--- src/rtl/fetch_pkg.sv ---
// Shared types and constants for the fetch stage: FSM states, halt encoding
// and the default branch-target table.
package fetch_pkg;

    localparam int unsigned ADDR_W = 10;
    localparam int unsigned INST_W = 9;

    typedef enum logic [1:0] {IDLE, ARMED, RUN, HALT} fetch_state_t;

    localparam logic [INST_W-1:0] HALT_WORD = {INST_W{1'b1}};

    typedef logic [63:0][ADDR_W-1:0] branch_tbl_t;

    // Identity map except for the two program-specific redirects.
    function automatic branch_tbl_t gen_branch_tgt();
        branch_tbl_t t;
        for (int i = 0; i < 64; i++) begin
            t[i] = ADDR_W'(i);
        end
        t[0]  = ADDR_W'(4);
        t[10] = ADDR_W'(15);
        return t;
    endfunction

    localparam branch_tbl_t BRANCH_TGT = gen_branch_tgt();

endpackage

--- src/rtl/branch_lut.sv ---
// Combinational branch-target lookup: 6-bit index to an A-bit fetch address.
module branch_lut
    import fetch_pkg::*;
#(
    parameter int unsigned A = ADDR_W
) (
    input  logic [5:0]   idx,
    output logic [A-1:0] tgt
);

    assign tgt = A'(BRANCH_TGT[idx]);

endmodule

--- src/rtl/fetch_unit.sv ---
// Program counter and fetch control: Start/Done handshake, branch redirect,
// halt detection and a saturating retired-instruction counter.
module fetch_unit
    import fetch_pkg::*;
#(
    parameter int unsigned A  = ADDR_W,
    parameter int unsigned W  = INST_W,
    parameter int unsigned CW = 16
) (
    input  logic          Clk,
    input  logic          Reset,
    input  logic          Start,
    input  logic          Stall,
    input  logic [W-1:0]  InstIn,
    input  logic          BranchEn,
    input  logic [5:0]    BranchIdx,
    output logic [A-1:0]  InstAddress,
    output logic          Done,
    output logic [CW-1:0] InstCount
);

    fetch_state_t  state_q, state_d;
    logic [A-1:0]  pc_q, pc_d;
    logic          done_q, done_d;
    logic [CW-1:0] cnt_q, cnt_d;

    logic [A-1:0]  branch_tgt;
    logic [CW-1:0] cnt_inc;
    logic          halt;

    branch_lut #(
        .A (A)
    ) u_branch_lut (
        .idx (BranchIdx),
        .tgt (branch_tgt)
    );

    assign halt    = &InstIn;
    assign cnt_inc = (&cnt_q) ? cnt_q : cnt_q + CW'(1);

    always_comb begin
        state_d = state_q;
        pc_d    = pc_q;
        done_d  = done_q;
        cnt_d   = cnt_q;
        unique case (state_q)
            IDLE: begin
                if (Start) state_d = ARMED;
            end
            ARMED: begin
                if (!Start) state_d = RUN;
            end
            RUN: begin
                if (Start) begin
                    state_d = ARMED;
                end else if (halt) begin
                    // Halt word is not retired and wins over stall/branch.
                    state_d = HALT;
                    done_d  = 1'b1;
                end else if (!Stall) begin
                    pc_d  = BranchEn ? branch_tgt : pc_q + A'(1);
                    cnt_d = cnt_inc;
                end
            end
            HALT: begin
                if (Start) state_d = ARMED;
            end
            default: state_d = IDLE;
        endcase
        // Every edge that lands in ARMED clears the core.
        if (state_d == ARMED) begin
            pc_d   = '0;
            done_d = 1'b0;
            cnt_d  = '0;
        end
    end

    always_ff @(posedge Clk or posedge Reset) begin
        if (Reset) begin
            state_q <= IDLE;
            pc_q    <= '0;
            done_q  <= 1'b0;
            cnt_q   <= '0;
        end else begin
            state_q <= state_d;
            pc_q    <= pc_d;
            done_q  <= done_d;
            cnt_q   <= cnt_d;
        end
    end

    assign InstAddress = pc_q;
    assign Done        = done_q;
    assign InstCount   = cnt_q;

endmodule

--- config.mk ---
export PLATFORM = sky130hd
export DESIGN_NAME = fetch_unit
export DESIGN_NICKNAME = d
export VERILOG_FILES = /design/src/rtl/fetch_pkg.sv /design/src/rtl/branch_lut.sv /design/src/rtl/fetch_unit.sv
export SDC_FILE = /design/constraint.sdc
export NUM_CORES = 1
export LEC_CHECK = 0
export BUFFER_PORTS_ARGS = -buffer_cell sky130_fd_sc_hd__buf_2
export CORE_UTILIZATION = 45
export DETAILED_ROUTE_END_ITERATION = 6
export GPL_TIMING_DRIVEN = 0
export HOLD_SLACK_MARGIN = 0.1
export PLACE_DENSITY = 0.74
export SLEW_MARGIN = 10
export SYNTH_ARGS = -nofsm -noshare
export SYNTH_HDL_FRONTEND = slang
export SYNTH_SLANG_ARGS = --single-unit
--- constraint.sdc ---
create_clock -name Clk -period 4.8 [get_ports Clk]
set_input_delay 0.24 -clock Clk [delete_from_list [all_inputs] [get_ports Clk]]
set_output_delay 0.24 -clock Clk [all_outputs]
set_load 0.1 [all_outputs]
==> results.sh, run 1 <==
export IMPL_ant_nets=0
export IMPL_area_growth_pct=21.6
export IMPL_grt_pass1_vias=1464
export IMPL_synth_top_cell_by_area="dfrtp_1"
export IMPL_tritoncts="yes"
export IMPL_place_congestion=0.823
export IMPL_netlist_instances=191
export IMPL_totalWireLength_um=4180
export IMPL_slew_violations=0
export IMPL_hold_class="in2async"
export IMPL_synthDistinctLibCells=47
export IMPL_drive_gt1_share_pct=30.6
export IMPL_yosysWarnings=0
export IMPL_synth_async_sr_flop_share_pct=100
export IMPL_irDropWorstVdd_v=0.000324
export IMPL_syn_avg_cell_area_um2=9.48
export IMPL_drt_iter0_markers=77
export IMPL_synth_edf_count=0
export IMPL_grtUsageTotal_pct=21.6
export IMPL_grt_max_degree=30
export IMPL_synth_seq_cells=29
export IMPL_dp_final_hpwl_um=3080
export IMPL_first_pass_iters=5
export IMPL_worstMarginPinSlew_ns=1.09
export IMPL_start_util_pct=48.0
export IMPL_required_ns=4.97
export IMPL_setup_viol=0
export IMPL_clock_fmax_mhz=502
export IMPL_cts_num_sinks=29
export IMPL_crit_path_start_kind="flop"
export IMPL_cts_resized=0
export IMPL_syn_nets=215
export IMPL_fp_dieArea_mm2=0.00428
export IMPL_viasPerCell=5.66
export IMPL_p_leak_uw=0.00106
export IMPL_vias=1657
export IMPL_finalCritPeriodShare_pct=41.5
export IMPL_htree_levels=2
export IMPL_die_h_um=65.4
export IMPL_total_power_uw=862
export IMPL_yosys_top_cells_area="dfrtp_1, nor2_1, a21oi_1"
export IMPL_criticalPathCategory="reg2reg"
export IMPL_synth_fa_ha_area_share_pct=2.76
export IMPL_grt_antenna_before_repair=0
export IMPL_relSlewSlack_pct=27.3
export IMPL_hold_buffers=0
export IMPL_tns_ns=0
export IMPL_synth_top_area_share_pct=40.1
export IMPL_max_clock_path_buffers=2
export IMPL_worstPathMaxFanout=10
export IMPL_ys_seq_area_share_pct=40.1
export IMPL_syn_area_mm2=0.00181
export IMPL_drt_drc_violations_left=0
export IMPL_status="finished, final reports clean"
export IMPL_path_clk_slew_ns=0.06
export IMPL_ys_flop_type="dfrtp_1"
export IMPL_gr_total_overflow=0
export IMPL_io_buffer_count=46
export IMPL_muxShareOfSynthArea_pct=1.11
export IMPL_grt_pass1_wl_um=6890
export IMPL_synth_top_family_by_area="simple AND/OR/NAND/NOR gates"
export IMPL_post_drt_wl_per_cell_um=14.3
export IMPL_diodes=0
export IMPL_drv_cap=0
export IMPL_cts_root_buf="clkbuf_8"
export IMPL_rsz0062_at_grt="false"
export IMPL_coreArea_mm2=0.00377
export IMPL_cts_buffers_inserted=5
export IMPL_final_hold_violation_count=0
export IMPL_p_per_area_mw_per_mm2=391
export IMPL_die_width_um=65.4
export IMPL_yosys_area_share_simple_pct=28.1
export IMPL_synth_compound_area_share_pct=19.5
export IMPL_rows=22
export IMPL_io_pins=47
export IMPL_crit_arrival_ns=2.16
export IMPL_synth_xor_area_share_pct=4.35
export IMPL_cts_setup_buffers=0
export IMPL_final_net_count=268
export IMPL_fin_crit_ns=1.99
export IMPL_cp_end_kind="flop"
export IMPL_insertion_delay_ns=0.28
export IMPL_clock_skew_ns=0.00533
==> worst paths after layout <==
| check | startpoint | end | slack, ns | depth (start not counted) |
|---|---|---|---|---|
| max in group asynchronous | Reset | InstCount[14]$_DFFE_PP0P_ | 3.92 | 2 |
| worst min-delay path | Reset | InstAddress[6]$_DFFE_PP0P_ | 0.22 | 2 |
| min in group Clk | BranchEn | InstAddress[8]$_DFFE_PP0P_ | 0.27 | 3 |
| worst min register to register | Done$_DFFE_PP0P_ | Done$_DFFE_PP0P_ | 0.55 | 2 |
| worst max-delay path | state_q[0]$_DFF_PP0_ | Done$_DFFE_PP0P_ | 2.81 | 9 |
| worst max register to register | state_q[0]$_DFF_PP0_ | Done$_DFFE_PP0P_ | 2.81 | 9 |
==> cells in the final DEF (no fill, tap or decap), types with 2 or more instances in the layout <==
cell | Yosys | final
buf_2 | 2 | 48
dfrtp_1 | 29 | 29
nor2_1 | 24 | 24
a21oi_1 | 14 | 14
nand2_1 | 10 | 10
o21ai_0 | 10 | 10
nand3_1 | 9 | 9
and3_1 | 7 | 7
clkbuf_8 | 0 | 7
a31oi_1 | 6 | 6
inv_1 | 5 | 5
buf_4 | 5 | 5
xnor2_1 | 5 | 5
nand4_1 | 4 | 4
a211oi_1 | 4 | 4
xor2_1 | 4 | 4
ha_1 | 4 | 4
o21ai_1 | 3 | 3
nor4_1 | 3 | 3
nor4b_1 | 3 | 3
or4_1 | 3 | 3
a22oi_1 | 3 | 3
nor3_2 | 2 | 2
nor2b_1 | 2 | 2
nand4_4 | 2 | 2
nor2_2 | 2 | 2
a311oi_1 | 2 | 2
nor3_1 | 2 | 2
clkbuf_1 | 2 | 2
mux2i_1 | 2 | 2
==> through the flow <==
| stage | worst slack [ns] | hold WS, ns | instances | cell area (um2) | utilization (%) |
|---|---|---|---|---|---|
| finish | 2.81 | 0.223 | 293 | 2200 | 58.4 |
| floorplan | 2.48 | 0.318 | 191 | 1810 | - |
| detailed placement | 2.83 | 0.538 | 285 | 2100 | 55.7 |
| CTS | 2.79 | 0.258 | 293 | 2200 | 58.4 |
| global route | 2.65 | 0.294 | 293 | 2200 | 58.4 |
| global placement | 2.86 | 0.493 | 285 | 2100 | 55.7 |
==> cell usage after synthesis (3+ instances only) <==
cell,n
dfrtp_1,29
a211oi_1,4
and3_1,7
nand4_1,4
or4_1,3
a21oi_1,14
nand2_1,10
a31oi_1,6
nor4b_1,3
xor2_1,4
a22oi_1,3
buf_4,5
ha_1,4
o21ai_1,3
nor2_1,24
inv_1,5
o21ai_0,10
xnor2_1,5
nor4_1,3
nand3_1,9
==> layout make-up <==
| class | count | area [um2] |
|---|---|---|
| timing repair buffer | 46 | 230 |
| tap | 48 | 60.1 |
| fill | 347 | 1570 |
| clock inverter | 1 | 5.00 |
| multi-input combinational | 148 | 1010 |
| sequential | 29 | 726 |
| clock buffer | 7 | 96.3 |
| inverter | 5 | 18.8 |
| buffer | 9 | 55.1 |
==> cells by family after synthesis <==
logic type      Yosys count
simple gates             81
buf+inv                  14
flops                    29
mux                       2
fa+ha+maj                 4
xor+xnor                  9
compound gates           52
==> power by group <==
part	switching (uW)	total (uW)	internal [uW]
registers	24.7	292	267
logic	251	349	97.2
clock network	92.2	221	129
total	368	862	493
==> registers in the layout, indices dropped and copies added, names as in the netlist <==
name,cells
InstCount,16
InstAddress,10
state_q,2
Done,1
==> metal layers <==
layer	global-route usage, %	wire (um)	share of wire [%]	up-vias
li1	-	-	-	820
met3	3.65	114	2.7	7
met1	28.2	1950	47	804
met4	11.4	93	2.2	0
met5	0	0	0	-
met2	34.0	2020	48	26
==> worst max-delay path, stage by stage, from the launching register on <==
cell and delay (ns):
dfrtp_1 0.39, inv_1 0.06, ha_1 0.30, o21ai_0 0.16, a21oi_1 0.08, a211o_1 0.28, nor2b_1 0.14, buf_4 0.19
buf_4 0.20, nor2_1 0.07
Power figures use the tool's default switching activity.
==> run 2, diff against run 1 <==
- PLACE_DENSITY: 0.74 -> 0.76
- clock period: 4.8 -> 1.65 ns (I/O delays scaled with it)
==> results.sh, run 2 (synthesis results as in run 1) <==
export IMPL_final_cell_mix="buf_2, nor2_1, dfrtp_4, buf_4, a21oi_1"
export IMPL_p_per_area_mw_per_mm2=1140
export IMPL_largest_register_ffs=16
export IMPL_hold_class="in2reg"
export IMPL_p_leak_uw=0.00115
export IMPL_worstPathMaxFanout=6
export IMPL_utilization_pct=71.8
export IMPL_crit_arrival_ns=2.06
export IMPL_viasPerCell=5.99
export IMPL_violations="setup timing"
export IMPL_die_h_um=65.4
export IMPL_criticalPathCategory="reg2reg"
export IMPL_relSlewSlack_pct=27.4
export IMPL_ant_nets=0
export IMPL_setup_viol=26
export IMPL_grt_antenna_before_repair=0
export IMPL_tritoncts="yes"
export IMPL_slew_violations=0
export IMPL_dp_final_hpwl_um=3190
export IMPL_grt_pass1_vias=1742
export IMPL_crit_chain="inv_2 > ha_4 > nor3b_4 > o31a_4 > o211ai_4 > or3_4 > a21oi_2"
export IMPL_worst_slack_ns=-0.209
export IMPL_post_drt_wl_per_cell_um=17.7
export IMPL_place_congestion=0.772
export IMPL_gr_total_overflow=0
export IMPL_grt_max_degree=30
export IMPL_max_clock_path_buffers=2
export IMPL_cts_buffers_inserted=5
export IMPL_clock_fmax_mhz=538
export IMPL_slowest_stage="dfrtp_1"
export IMPL_slowest_delay_ns=0.39
export IMPL_drv_cap=0
export IMPL_dp_cells=285
export IMPL_first_pass_iters=4
export IMPL_cp_end_kind="flop"
export IMPL_drt_iter0_markers=183
export IMPL_fin_cells=313
export IMPL_htree_levels=2
export IMPL_cts_num_sinks=29
export IMPL_required_ns=1.85
export IMPL_final_common_cell="buf_2"
export IMPL_path_clk_slew_ns=0.06
export IMPL_irDropWorstVdd_v=0.000763
export IMPL_start_util_pct=48.0
export IMPL_drive_gt1_share_pct=55.8
export IMPL_totalWireLength_um=5540
export IMPL_status="finished, violations left"
export IMPL_fin_crit_ns=1.86
export IMPL_final_hold_violation_count=0
export IMPL_grt_pass1_wl_um=8320
export IMPL_worstMarginPinSlew_ns=1.08
export IMPL_vias=1874
export IMPL_clock_skew_ns=0.0114
export IMPL_insertion_delay_ns=0.28
export IMPL_coreArea_mm2=0.00377
export IMPL_io_pins=47
export IMPL_grtUsageTotal_pct=26.0
export IMPL_final_net_count=288
export IMPL_fp_dieArea_mm2=0.00428
export IMPL_diodes=0
export IMPL_total_power_uw=3090
export IMPL_finalCritPeriodShare_pct=113
export IMPL_drt_drc_violations_left=0
export IMPL_crit_path_start_kind="flop"
export IMPL_area_growth_pct=49.6
export IMPL_cts_root_buf="clkbuf_8"
export IMPL_rows=22
export IMPL_die_width_um=65.4
export IMPL_io_buffer_count=46
export IMPL_rsz0062_at_grt="true"
-- run 2: cell count changes in the layout (fill, tap and decap cells not counted), sizes merged --
cell,before,now
buf,53,67
clkbuf,9,12
dlygate4sd3,0,3
inv,5,4
o31ai,1,2
-- run 2: worst paths after layout --
kind / endpoint / startpoint / depth (start not counted) / slack, ns
worst max-delay path: InstCount[9]$_DFFE_PP0P_ / state_q[0]$_DFF_PP0_ / 7 / -0.21
worst min-delay path: InstAddress[3]$_DFFE_PP0P_ / BranchIdx[3] / 5 / 0.23
worst max register to register: InstCount[9]$_DFFE_PP0P_ / state_q[0]$_DFF_PP0_ / 7 / -0.21
worst min register to register: InstCount[15]$_DFFE_PP0P_ / InstCount[15]$_DFFE_PP0P_ / 1 / 0.55
max in group asynchronous: InstCount[1]$_DFFE_PP0P_ / Reset / 3 / 0.58
min in group asynchronous: InstCount[5]$_DFFE_PP0P_ / Reset / 3 / 0.49
-- run 2: metal layers --
layer / up-vias / GRT usage, % / share of wire, %
li1: 863 / - / -
met1: 924 / 32.0 / 41
met2: 79 / 43.0 / 51
met3: 8 / 5.73 / 6.3
met4: 0 / 12.5 / 2.2
met5: - / 0 / 0
-- run 2: where the power goes --
part           leakage [uW]  switching, uW  internal [uW]  total, uW
logic              0.000745            935            653       1590
registers          0.000354           91.0            798        889
clock network     0.0000455            273            340        613
total               0.00115           1300           1790       3090
-- run 2: final cells by class --
class | instances | area (um2)
inverters | 5 | 18.8
fillers | 288 | 1060
clock buffers | 8 | 90.1
multi-input cells | 149 | 1220
plain buffers | 9 | 100
flip-flops and latches | 29 | 800
well taps | 48 | 60.1
repair buffers | 65 | 417
-- run 2: timing repair --
action	4_1_cts	5_1_grt
gates cloned	2	3
buffers inserted	9	3
gates resized for setup	20	22
hold buffers	2	1
endpoints found under the hold margin	2	29
setup endpoints to repair	27	27
pin swaps	16	12
-- run 2: worst max-delay path: cells and delay by family, from the launching register on --
| family | cells | cell delay (ns) |
|---|---|---|
| DFF | 1 | 0.39 |
| adders and majority gates | 1 | 0.14 |
| AOI/OAI and AO/OA | 3 | 0.53 |
| buffers and inverters | 1 | 0.07 |
| and+or+nand+nor | 2 | 0.65 |
-- run 2: metrics by stage --
stage | hold slack, ns | TNS [ns] | area, um2 | setup slack, ns
6_report | 0.231 | -3.69 | 2710 | -0.209
4_1_cts | 0.109 | -2.36 | 2540 | -0.137
3_5_place_dp | 0.397 | -3.31 | 2260 | -0.207
5_1_grt | 0.268 | -5.46 | 2710 | -0.286
2_1_floorplan | 0.160 | -1.01 | 1970 | -0.181
3_3_place_gp | 0.399 | -2.78 | 2260 | -0.219
==> run 3, diff against run 2 <==
- ABC_AREA: not set -> 1
- PLACE_DENSITY: 0.76 -> 0.75
==> results.sh, run 3 <==
export IMPL_synth_async_sr_flop_share_pct=100
export IMPL_grt_pass1_wl_um=8290
export IMPL_total_power_uw=3430
export IMPL_viasPerCell=5.12
export IMPL_drv_cap=0
export IMPL_relSlewSlack_pct=31.3
export IMPL_ys_flop_type="dfrtp_1"
export IMPL_totalWireLength_um=5120
export IMPL_drt_iter0_markers=149
export IMPL_max_clock_path_buffers=2
export IMPL_syn_avg_cell_area_um2=7.24
export IMPL_irDropWorstVdd_v=0.00133
export IMPL_power_frac_comb_pct=55.9
export IMPL_grt_max_degree=30
export IMPL_final_cell_mix="nand2_1, buf_2, nand3_1, nor2_1, inv_1"
export IMPL_start_util_pct=47.4
export IMPL_pwr_share_clk_pct=17.6
export IMPL_yosysWarnings=0
export IMPL_violations="setup timing"
export IMPL_first_pass_iters=4
export IMPL_synth_most_common_cell="nand2_1"
export IMPL_grtUsageTotal_pct=21.1
export IMPL_synth_common_cells="nand2_1, nand3_1, nor2_1"
export IMPL_die_width_um=70.0
export IMPL_synth_seq_cells=29
export IMPL_path_clk_slew_ns=0.07
export IMPL_p_leak_uw=0.00140
export IMPL_coreArea_mm2=0.00438
export IMPL_rsz0062_at_grt="true"
export IMPL_cts_num_sinks=29
export IMPL_nFillCells=379
export IMPL_diodes=0
export IMPL_final_common_cell="nand2_1"
export IMPL_p_int_uw=1850
export IMPL_synth_edf_count=0
export IMPL_largest_register_ffs=16
export IMPL_slew_violations=0
export IMPL_synthDistinctLibCells=29
export IMPL_criticalPathCategory="reg2reg"
export IMPL_dp_final_hpwl_um=3450
export IMPL_status="finished, violations left"
export IMPL_drive_gt1_share_pct=39.9
export IMPL_cts_buffers_inserted=5
export IMPL_synth_top_area_share_pct=34.9
export IMPL_setup_viol=2
export IMPL_required_ns=1.81
export IMPL_final_net_count=382
export IMPL_pre_cts_slack_ns=-0.189
export IMPL_ant_nets=0
export IMPL_post_drt_wl_per_cell_um=12.5
export IMPL_clock_fmax_mhz=603
export IMPL_fin_crit_ns=1.66
export IMPL_hold_class="in2reg"
export IMPL_hold_worst_slack_ns=0.167
export IMPL_io_buffer_count=46
export IMPL_syn_area_mm2=0.00208
export IMPL_io_pins=47
export IMPL_worstMarginPinSlew_ns=1.02
export IMPL_clock_skew_ns=0.00574
export IMPL_ys_seq_area_share_pct=34.9
export IMPL_grt_pass1_vias=1940
export IMPL_insertion_delay_ns=0.28
export IMPL_cp_end_kind="flop"
export IMPL_netlist_instances=287
export IMPL_gr_total_overflow=0
export IMPL_drt_drc_violations_left=0
export IMPL_crit_path_start_kind="flop"
export IMPL_worstPathMaxFanout=10
export IMPL_die_h_um=70.0
export IMPL_syn_nets=311
export IMPL_final_hold_violation_count=0
export IMPL_p_switching_uw=1580
export IMPL_worst_slack_ns=-0.00847
export IMPL_area_growth_pct=34.0
export IMPL_grt_antenna_before_repair=0
export IMPL_yosys_top_cells_area="dfrtp_1, nand2_1, nand3_1"
export IMPL_htree_levels=2
export IMPL_rows=24
export IMPL_tritoncts="yes"
export IMPL_p_per_area_mw_per_mm2=1230
export IMPL_switching_share_pct=46.0
export IMPL_crit_arrival_ns=1.82
export IMPL_synth_top_cell_by_area="dfrtp_1"
export IMPL_vias=2098
export IMPL_fp_dieArea_mm2=0.00489
export IMPL_cts_root_buf="clkbuf_8"
export IMPL_seq_power_share_pct=26.5
export IMPL_finalCritPeriodShare_pct=101
export IMPL_tns_ns=-0.0131
export IMPL_place_congestion=0.907
run 3: changes by cell type in the layout (fill, tap and decap cells not counted), sizes merged, moves of 5 or more:
cell / before / now
and3: 7 / 0
clkbuf: 12 / 7
inv: 4 / 31
o21ai: 13 / 3
nor2: 26 / 41
nand2: 10 / 77
nand3: 9 / 50
xor2: 4 / 11
run 3: worst max-delay path: stages (launching register included):
cell and delay, ns:
dfrtp_1 0.45, ha_4 0.31, nor2_4 0.04, nand2_1 0.08, o21ai_2 0.06, a21oi_2 0.20
nand2_4 0.11, buf_6 0.16, nand3_1 0.06, nand2_1 0.07
run 3: power by group through the flow:
| stage | Sequential, uW | Combinational [uW] | Clock [uW] |
|---|---|---|---|
| after CTS | 892 | 1530 | 610 |
| after detailed placement | 923 | 1250 | 0 |
| after global routing | 915 | 2030 | 638 |
| after global placement | 920 | 1240 | 0 |
| after floorplan | 1250 | 628 | 0 |
| final | 908 | 1920 | 602 |
run 3: kinds of logic (layout without fill, tap and decap cells):
| family | count (synthesis) | in the layout | share of synthesized area, % |
|---|---|---|---|
| AO/OA/AOI/OAI | 19 | 19 | 5.00 |
| adder cells (fa/ha/maj) | 4 | 4 | 2.41 |
| buffers and inverters | 40 | 111 | 9.09 |
| XOR/XNOR | 15 | 15 | 6.32 |
| AND/OR/NAND/NOR | 180 | 180 | 42.3 |
| flip-flops | 29 | 29 | 34.9 |
run 3: per-stage QoR:
step / std cells / utilization (%) / area (um2)
after global routing: 410 / 63.5 / 2780
after floorplan: 287 / - / 2140
final: 410 / 63.5 / 2780
after CTS: 402 / 59.9 / 2630
after global placement: 385 / 55.6 / 2440
after detailed placement: 385 / 55.6 / 2440
run 3: cell type report:
cell class / count / area [um2] / share of cell area, %
buffer: 7 / 87.6 / 3.15
clock buffer: 7 / 86.3 / 3.10
inverter: 33 / 139 / 4.99
multi-input combinational: 218 / 1250 / 44.9
sequential: 29 / 773 / 27.8
tap: 52 / 65.1 / 2.34
timing repair buffer: 64 / 383 / 13.8
run 3: final timing paths:
kind,end,from,slack [ns],cells past startpoint
max,InstCount[14]$_DFFE_PP0P_,state_q[1]$_DFF_PP0_,-0.008,9
min,InstAddress[1]$_DFFE_PP0P_,BranchIdx[1],0.17,5
max reg2reg,InstCount[14]$_DFFE_PP0P_,state_q[1]$_DFF_PP0_,-0.008,9
min reg2reg,InstCount[15]$_DFFE_PP0P_,InstCount[15]$_DFFE_PP0P_,0.54,2
max in group asynchronous,InstCount[0]$_DFFE_PP0P_,Reset,0.65,3
min in group asynchronous,InstAddress[3]$_DFFE_PP0P_,Reset,0.46,3
run 3: layer usage:
layer / wire [um] / part of all wire (%) / vias up / track usage, %
li1: - / - / 1067 / -
met1: 2240 / 44 / 972 / 26.7
met2: 2590 / 51 / 52 / 34.9
met3: 218 / 4.3 / 7 / 4.47
met4: 72 / 1.4 / 0 / 8.22
met5: 0 / 0 / - / 0
run 3: timing repair:
| action | CTS | global route |
|---|---|---|
| pin swaps | 4 | 7 |
| gates resized for setup | 11 | 30 |
| gates cloned | 1 | 0 |
| hold buffers | 0 | 1 |
| buffers inserted | 9 | 7 |
| endpoints found under the setup margin | 27 | 28 |
| endpoints found under the hold margin | 0 | 29 |
